[config.mk]
export PLATFORM = sky130hd
export DESIGN_NAME = control_sequencer
export DESIGN_NICKNAME = d
export VERILOG_FILES = /design/src/rtl/control_sequencer.sv
export SDC_FILE = /design/constraint.sdc
export NUM_CORES = 1
export LEC_CHECK = 0
export CORE_ASPECT_RATIO = 1.2
export CORE_MARGIN = 2
export CORE_UTILIZATION = 36
export DETAILED_ROUTE_END_ITERATION = 10
export HOLD_SLACK_MARGIN = 0.02
export PLACE_DENSITY = 0.74
export RECOVER_POWER = 100
export SLEW_MARGIN = 20
export SYNTH_ARGS = -nofsm -noshare
export SYNTH_HDL_FRONTEND = slang
export SYNTH_SLANG_ARGS = --single-unit
[constraint.sdc]
create_clock -name clk -period 1.9 [get_ports clk]
set_input_delay 0.285 -clock clk [delete_from_list [all_inputs] [get_ports clk]]
set_output_delay 0.285 -clock clk [all_outputs]
set_load 0.02 [all_outputs]
[src/rtl/control_sequencer.sv]
// control_sequencer: hardwired Moore control unit for the Mini SRC datapath.
// Steps RESET -> T0..T7 -> T0 (or HALT), decoding the IR opcode in T3.
// Ports:
//   clk, clr (sync active-high reset), ir[31:0] (opcode ir[31:27]),
//   con_out (branch condition), datapath strobes (1 bit each),
//   alu_op[4:0] (ALU select), run (high while executing).
module control_sequencer #(
  parameter int unsigned RESET_PC_HOLD = 1
) (
  input  logic        clk,
  input  logic        clr,
  input  logic [31:0] ir,
  input  logic        con_out,
  output logic        pc_out,
  output logic        zlo_out,
  output logic        zhi_out,
  output logic        hi_out,
  output logic        lo_out,
  output logic        mdr_out,
  output logic        inport_out,
  output logic        c_sign_extended_out,
  output logic        ba_out,
  output logic        r_out,
  output logic        r_in,
  output logic        gra,
  output logic        grb,
  output logic        grc,
  output logic        mar_enable,
  output logic        mdr_enable,
  output logic        ir_enable,
  output logic        y_enable,
  output logic        z_enable,
  output logic        pc_enable,
  output logic        pc_increment,
  output logic        hi_enable,
  output logic        lo_enable,
  output logic        outport_enable,
  output logic        con_enable,
  output logic        read,
  output logic        ram_write,
  output logic [4:0]  alu_op,
  output logic        run
);

  localparam int unsigned OP_W  = 5;
  localparam int unsigned CNT_W = 2;

  localparam logic [OP_W-1:0] OP_LD   = 5'b00000;
  localparam logic [OP_W-1:0] OP_LDI  = 5'b00001;
  localparam logic [OP_W-1:0] OP_ST   = 5'b00010;
  localparam logic [OP_W-1:0] OP_ADD  = 5'b00011;
  localparam logic [OP_W-1:0] OP_OR   = 5'b00110;
  localparam logic [OP_W-1:0] OP_ADDI = 5'b01100;
  localparam logic [OP_W-1:0] OP_ORI  = 5'b01110;
  localparam logic [OP_W-1:0] OP_BR   = 5'b10011;
  localparam logic [OP_W-1:0] OP_IN   = 5'b10110;
  localparam logic [OP_W-1:0] OP_OUT  = 5'b10111;
  localparam logic [OP_W-1:0] OP_MFHI = 5'b11000;
  localparam logic [OP_W-1:0] OP_MFLO = 5'b11001;
  localparam logic [OP_W-1:0] OP_NOP  = 5'b11010;
  localparam logic [OP_W-1:0] OP_HALT = 5'b11011;

  typedef enum logic [3:0] {
    S_RESET, S_T0, S_T1, S_T2, S_T3, S_T4, S_T5, S_T6, S_T7, S_HALT
  } state_t;

  state_t           state, state_nxt;
  logic [CNT_W-1:0] hold_cnt;
  logic [OP_W-1:0]  opcode_q;
  logic [OP_W-1:0]  op;
  logic             is_ld, is_ldi, is_st, is_alu_r, is_alu_i, is_br;
  logic             is_in, is_out, is_mfhi, is_mflo, is_halt, is_addr;
  logic             ir_unused;

  // Only the opcode field of the IR steers the sequence.
  assign ir_unused = ^ir[26:0];

  // State register.
  always_ff @(posedge clk) begin
    if (clr) state <= S_RESET;
    else     state <= state_nxt;
  end

  // Reset hold counter (reloads while clr is held) and opcode latch (T3).
  always_ff @(posedge clk) begin
    if (clr) begin
      hold_cnt <= CNT_W'(RESET_PC_HOLD);
      opcode_q <= OP_NOP;
    end else begin
      if (state == S_RESET && hold_cnt != '0) hold_cnt <= hold_cnt - CNT_W'(1);
      if (state == S_T3) opcode_q <= ir[31:27];
    end
  end

  // In T3 the IR was just loaded, so decode it directly; later steps use the latch.
  always_comb begin
    op       = (state == S_T3) ? ir[31:27] : opcode_q;
    is_ld    = (op == OP_LD);
    is_ldi   = (op == OP_LDI);
    is_st    = (op == OP_ST);
    is_alu_r = (op >= OP_ADD) && (op <= OP_OR);
    is_alu_i = (op >= OP_ADDI) && (op <= OP_ORI);
    is_br    = (op == OP_BR);
    is_in    = (op == OP_IN);
    is_out   = (op == OP_OUT);
    is_mfhi  = (op == OP_MFHI);
    is_mflo  = (op == OP_MFLO);
    is_halt  = (op == OP_HALT);
    is_addr  = is_ld | is_ldi | is_st;
  end

  // Next-state logic; undefined opcodes fall through like nop.
  always_comb begin
    state_nxt = state;
    case (state)
      S_RESET: if (hold_cnt == '0) state_nxt = S_T0;
      S_T0:    state_nxt = S_T1;
      S_T1:    state_nxt = S_T2;
      S_T2:    state_nxt = S_T3;
      S_T3: begin
        if (is_halt)                                      state_nxt = S_HALT;
        else if (is_addr || is_alu_r || is_alu_i || is_br) state_nxt = S_T4;
        else                                              state_nxt = S_T0;
      end
      S_T4:    state_nxt = S_T5;
      S_T5:    state_nxt = (is_ld || is_st || is_br) ? S_T6 : S_T0;
      S_T6:    state_nxt = is_br ? S_T0 : S_T7;
      S_T7:    state_nxt = S_T0;
      S_HALT:  state_nxt = S_HALT;
      default: state_nxt = S_RESET;
    endcase
  end

  // Output decode of state and opcode.
  always_comb begin
    pc_out = 1'b0;  zlo_out = 1'b0;  zhi_out = 1'b0;  hi_out = 1'b0;
    lo_out = 1'b0;  mdr_out = 1'b0;  inport_out = 1'b0;
    c_sign_extended_out = 1'b0;  ba_out = 1'b0;  r_out = 1'b0;  r_in = 1'b0;
    gra = 1'b0;  grb = 1'b0;  grc = 1'b0;
    mar_enable = 1'b0;  mdr_enable = 1'b0;  ir_enable = 1'b0;
    y_enable = 1'b0;  z_enable = 1'b0;  pc_enable = 1'b0;  pc_increment = 1'b0;
    hi_enable = 1'b0;  lo_enable = 1'b0;  outport_enable = 1'b0;
    con_enable = 1'b0;  read = 1'b0;  ram_write = 1'b0;
    alu_op = '0;
    run    = 1'b0;
    case (state)
      S_T0: begin
        run = 1'b1;
        pc_out = 1'b1;  mar_enable = 1'b1;  pc_increment = 1'b1;  z_enable = 1'b1;
      end
      S_T1: begin
        run = 1'b1;
        zlo_out = 1'b1;  pc_enable = 1'b1;  read = 1'b1;  mdr_enable = 1'b1;
      end
      S_T2: begin
        run = 1'b1;
        mdr_out = 1'b1;  ir_enable = 1'b1;
      end
      S_T3: begin
        // halt drops run as soon as it is decoded
        run = !is_halt;
        if (is_addr) begin
          grb = 1'b1;  ba_out = 1'b1;  y_enable = 1'b1;
        end else if (is_alu_r || is_alu_i) begin
          grb = 1'b1;  r_out = 1'b1;  y_enable = 1'b1;
        end else if (is_br) begin
          gra = 1'b1;  r_out = 1'b1;  con_enable = 1'b1;
        end else if (is_in) begin
          inport_out = 1'b1;  gra = 1'b1;  r_in = 1'b1;
        end else if (is_out) begin
          gra = 1'b1;  r_out = 1'b1;  outport_enable = 1'b1;
        end else if (is_mfhi) begin
          hi_out = 1'b1;  gra = 1'b1;  r_in = 1'b1;
        end else if (is_mflo) begin
          lo_out = 1'b1;  gra = 1'b1;  r_in = 1'b1;
        end
      end
      S_T4: begin
        run = 1'b1;
        if (is_addr) begin
          c_sign_extended_out = 1'b1;  z_enable = 1'b1;  alu_op = OP_ADD;
        end else if (is_alu_r) begin
          grc = 1'b1;  r_out = 1'b1;  z_enable = 1'b1;  alu_op = op;
        end else if (is_alu_i) begin
          c_sign_extended_out = 1'b1;  z_enable = 1'b1;  alu_op = op;
        end else if (is_br) begin
          pc_out = 1'b1;  y_enable = 1'b1;  alu_op = OP_ADD;
        end
      end
      S_T5: begin
        run = 1'b1;
        if (is_ld || is_st) begin
          zlo_out = 1'b1;  mar_enable = 1'b1;  alu_op = OP_ADD;
        end else if (is_ldi) begin
          zlo_out = 1'b1;  gra = 1'b1;  r_in = 1'b1;  alu_op = OP_ADD;
        end else if (is_alu_r || is_alu_i) begin
          zlo_out = 1'b1;  gra = 1'b1;  r_in = 1'b1;
        end else if (is_br) begin
          c_sign_extended_out = 1'b1;  z_enable = 1'b1;  alu_op = OP_ADD;
        end
      end
      S_T6: begin
        run = 1'b1;
        if (is_ld) begin
          read = 1'b1;  mdr_enable = 1'b1;
        end else if (is_st) begin
          gra = 1'b1;  r_out = 1'b1;  mdr_enable = 1'b1;
        end else if (is_br && con_out) begin
          zlo_out = 1'b1;  pc_enable = 1'b1;
        end
      end
      S_T7: begin
        run = 1'b1;
        if (is_ld) begin
          mdr_out = 1'b1;  gra = 1'b1;  r_in = 1'b1;
        end else if (is_st) begin
          ram_write = 1'b1;
        end
      end
      default: ;
    endcase
  end

endmodule

==> flow_summary_export.csv <==
group,metric,value,unit
status,status,"finished, violations left",
status,violations,"negative setup slack",
critical_path,crit_path_cell_trace,"or4b_4 -> a211o_1 -> a211o_1 -> o211ai_2 -> buf_6",
sta,final-hold-violation-count,0,
sta,slew_violations,0,
hold_path,hp-class,"reg2reg",
sta,worst_slack,-0.397,ns
pwr,vdd_drop_max,0.000555,V
flow_run,drv_cap,0,
sta,setup_violations,26,
critical_path,cp-end-kind,"primary output",
critical_path,start_kind,"flip-flop",
sta,rsz0062_at_grt,"yes",
logic_synthesis,synth-edff-count,0,
drt,dr.first_iter.drc_count,92,
drt,vias,1816,
floorplanning,start_util,37.1,%
logic_synthesis,ys.flop_type,"dfxtp_1",
logic_synthesis,async_flop_share,0,%
clocking,clockBufferDepth,2,
sta,tns,-6.17,ns
cells_and_area,fin_cells,325,
cells_and_area,area_growth,94.6,%
logic_synthesis,synth_top_area_share,16.5,%
floorplanning,placementRows,24,
floorplanning,die_h,70.7,um
floorplanning,die_w,59.6,um
clocking,clockRootBuffer,"clkbuf_8",
cells_and_area,n_antenna_cell,0,
logic_synthesis,synthCells,193,
clocking,clock-sinks,11,
floorplanning,io-pin-count,68,
pwr,p_leak,1.07,nW
logic_synthesis,ys_ff_latch,11,
global_routing,grt_pass1_vias,1724,
place,portBuffers,36,
clocking,clkLatencyLatePin,0.24,ns
floorplanning,dieArea,4220,um2
logic_synthesis,synth_top_cell_by_area,"dfxtp_1",
drt,dr.pass1.iters,4,
place,gp_congestion,0.964,
critical_path,worst-endpoint-required,1.62,ns
critical_path,cp_common_cell,"a211o_1",
logic_synthesis,synth_cell_type_count,52,
sta,min_period,2.30,ns
clocking,clk_pin_slew,0.05,ns
critical_path,crit_type,"reg2out",
logic_synthesis,seq_area_frac_synth,16.5,%
sta,max_freq,435,MHz
global_routing,grt_start_max_net_pins,12,
cells_and_area,nets,323,
drt,ant_nets,0,
global_routing,grt_pass1_wl,8000,um
place,dp_cells,314,
drt,routed_via_density,5.59,
drt,drc,0,
critical_path,arrival,2.01,ns
clocking,cts_htree_levels,1,
cells_and_area,drive_gt1_share,58.0,%
sta,hold_slack,0.496,ns
cells_and_area,fill_cells,262,
global_routing,antenna_found_initial,0,
pwr,power_density,510,nW/um2
global_routing,grt_use_total,24.5,%
critical_path,cp_max_fo,6,
critical_path,max_stage_delay,0.57,ns
place,dp_hpwl,3760,um
logic_synthesis,synth_warnings,0,
critical_path,critical-path-slowest-cell,"or4b_4",
sta,skew,0.00239,ns
drt,wire_per_inst,16.9,um
cells_and_area,regArea,223,um2
clocking,cts_inserted_buffers,3,
logic_synthesis,synth_area_leaders,"dfxtp_1 16%, nand2_1 4.5%, nor2_1 4.5%, a21oi_1 4.1%, nand3_1 4.1%",
drt,routed_wl,5500,um
global_routing,grt-ovfl-total,0,
logic_synthesis,synth_area_per_cell,6.92,um2
clocking,cts_tree,"built",
cells_and_area,multi_input_area,1320,um2
floorplanning,core-area,3600,um2
logic_synthesis,synth.cell_area,1340,um2
sta,finalCritPeriodShare,121,%
pwr,finalPower,0.00133,W
worst max-delay path, delay by kind of cell, from the launching register on:
family,cells,cell delay (ns)
AOI/OAI and AO/OA,3,0.71
and+or+nand+nor,1,0.57
DFF,1,0.35
buffers and inverters,1,0.14
flip-flops by register name (all words and copies together) (netlist names):
name      count
hold_cnt      2
opcode_q      5
state         4
where the power goes:
group          internal, W  switching (W)
combinational     0.000373       0.000432
sequential        0.000264      0.0000207
clock             0.000147      0.0000896
total             0.000784       0.000543
logic make-up after synthesis:
family | synth area share [%]
flops | 16.5
mux | 3.93
simple gates | 37.0
compound gates | 28.2
xor+xnor | 1.31
fa+ha+maj | 0.936
other cells | 0.281
buf+inv | 11.9
cell usage after synthesis (4+ instances only):
cell / number
a21oi_1: 11
and3_1: 4
nor2b_1: 4
buf_2: 4
clkbuf_1: 12
nor2_1: 16
nand2b_1: 8
nor4_1: 4
o21ai_0: 10
buf_4: 4
dfxtp_1: 11
nor3_1: 5
nand3_1: 11
a211oi_1: 4
inv_1: 8
nand2_1: 16
metrics by stage:
| step | cell area (um2) | util (%) | worst slack, ns |
|---|---|---|---|
| floorplan | 1500 | - | -0.114 |
| global placement | 2270 | 63.1 | -0.797 |
| detailed placement | 2270 | 63.1 | -0.782 |
| CTS | 2500 | 69.3 | -0.354 |
| global route | 2600 | 72.2 | -0.451 |
| finish | 2600 | 72.2 | -0.397 |
repair_timing:
action                     4_1_cts  5_1_grt
resized for setup              201       18
setup buffers                    4        4
setup endpoints to repair       29       28
hold buffers                     0        0
pin swaps                       14       10
final cells by class:
cell class	instances	share of cell area [%]
flip-flops and latches	11	8.57
well taps	39	1.88
inverters	8	1.15
clock buffers	4	1.73
multi-input cells	154	50.9
repair buffers	109	35.8
layout by cell type (no fill, tap or decap), types with 4 or more instances in the layout:
cell type | netlist | layout
a21oi_1 | 11 | 10
buf_4 | 4 | 74
buf_6 | 3 | 21
clkdlybuf4s50_1 | 0 | 5
conb_1 | 1 | 4
dfxtp_1 | 11 | 9
inv_1 | 8 | 8
nand2_1 | 16 | 12
nand2b_1 | 8 | 7
nand3_1 | 11 | 6
nand3_4 | 0 | 4
nor2_1 | 16 | 10
nor2_2 | 0 | 4
o21ai_2 | 0 | 6
path summary, 6_finish.rpt:
path / start / end / slack (ns) / cells past startpoint
max reg2reg: state[2] / hold_cnt[1] / 0.12 / 7
min: hold_cnt[1] / hold_cnt[1] / 0.50 / 2
min reg2reg: hold_cnt[1] / hold_cnt[1] / 0.50 / 2
max: state[1] / zlo_out / -0.40 / 5
per-layer routing:
metal | track usage [%] | vias up | share of wire (%)
li1 | - | 878 | -
met1 | 29.4 | 870 | 41
met2 | 42.4 | 58 | 53
met3 | 3.84 | 10 | 4.2
met4 | 9.88 | 0 | 2.1
met5 | 0 | - | 0
Power figures use the tool's default switching activity.
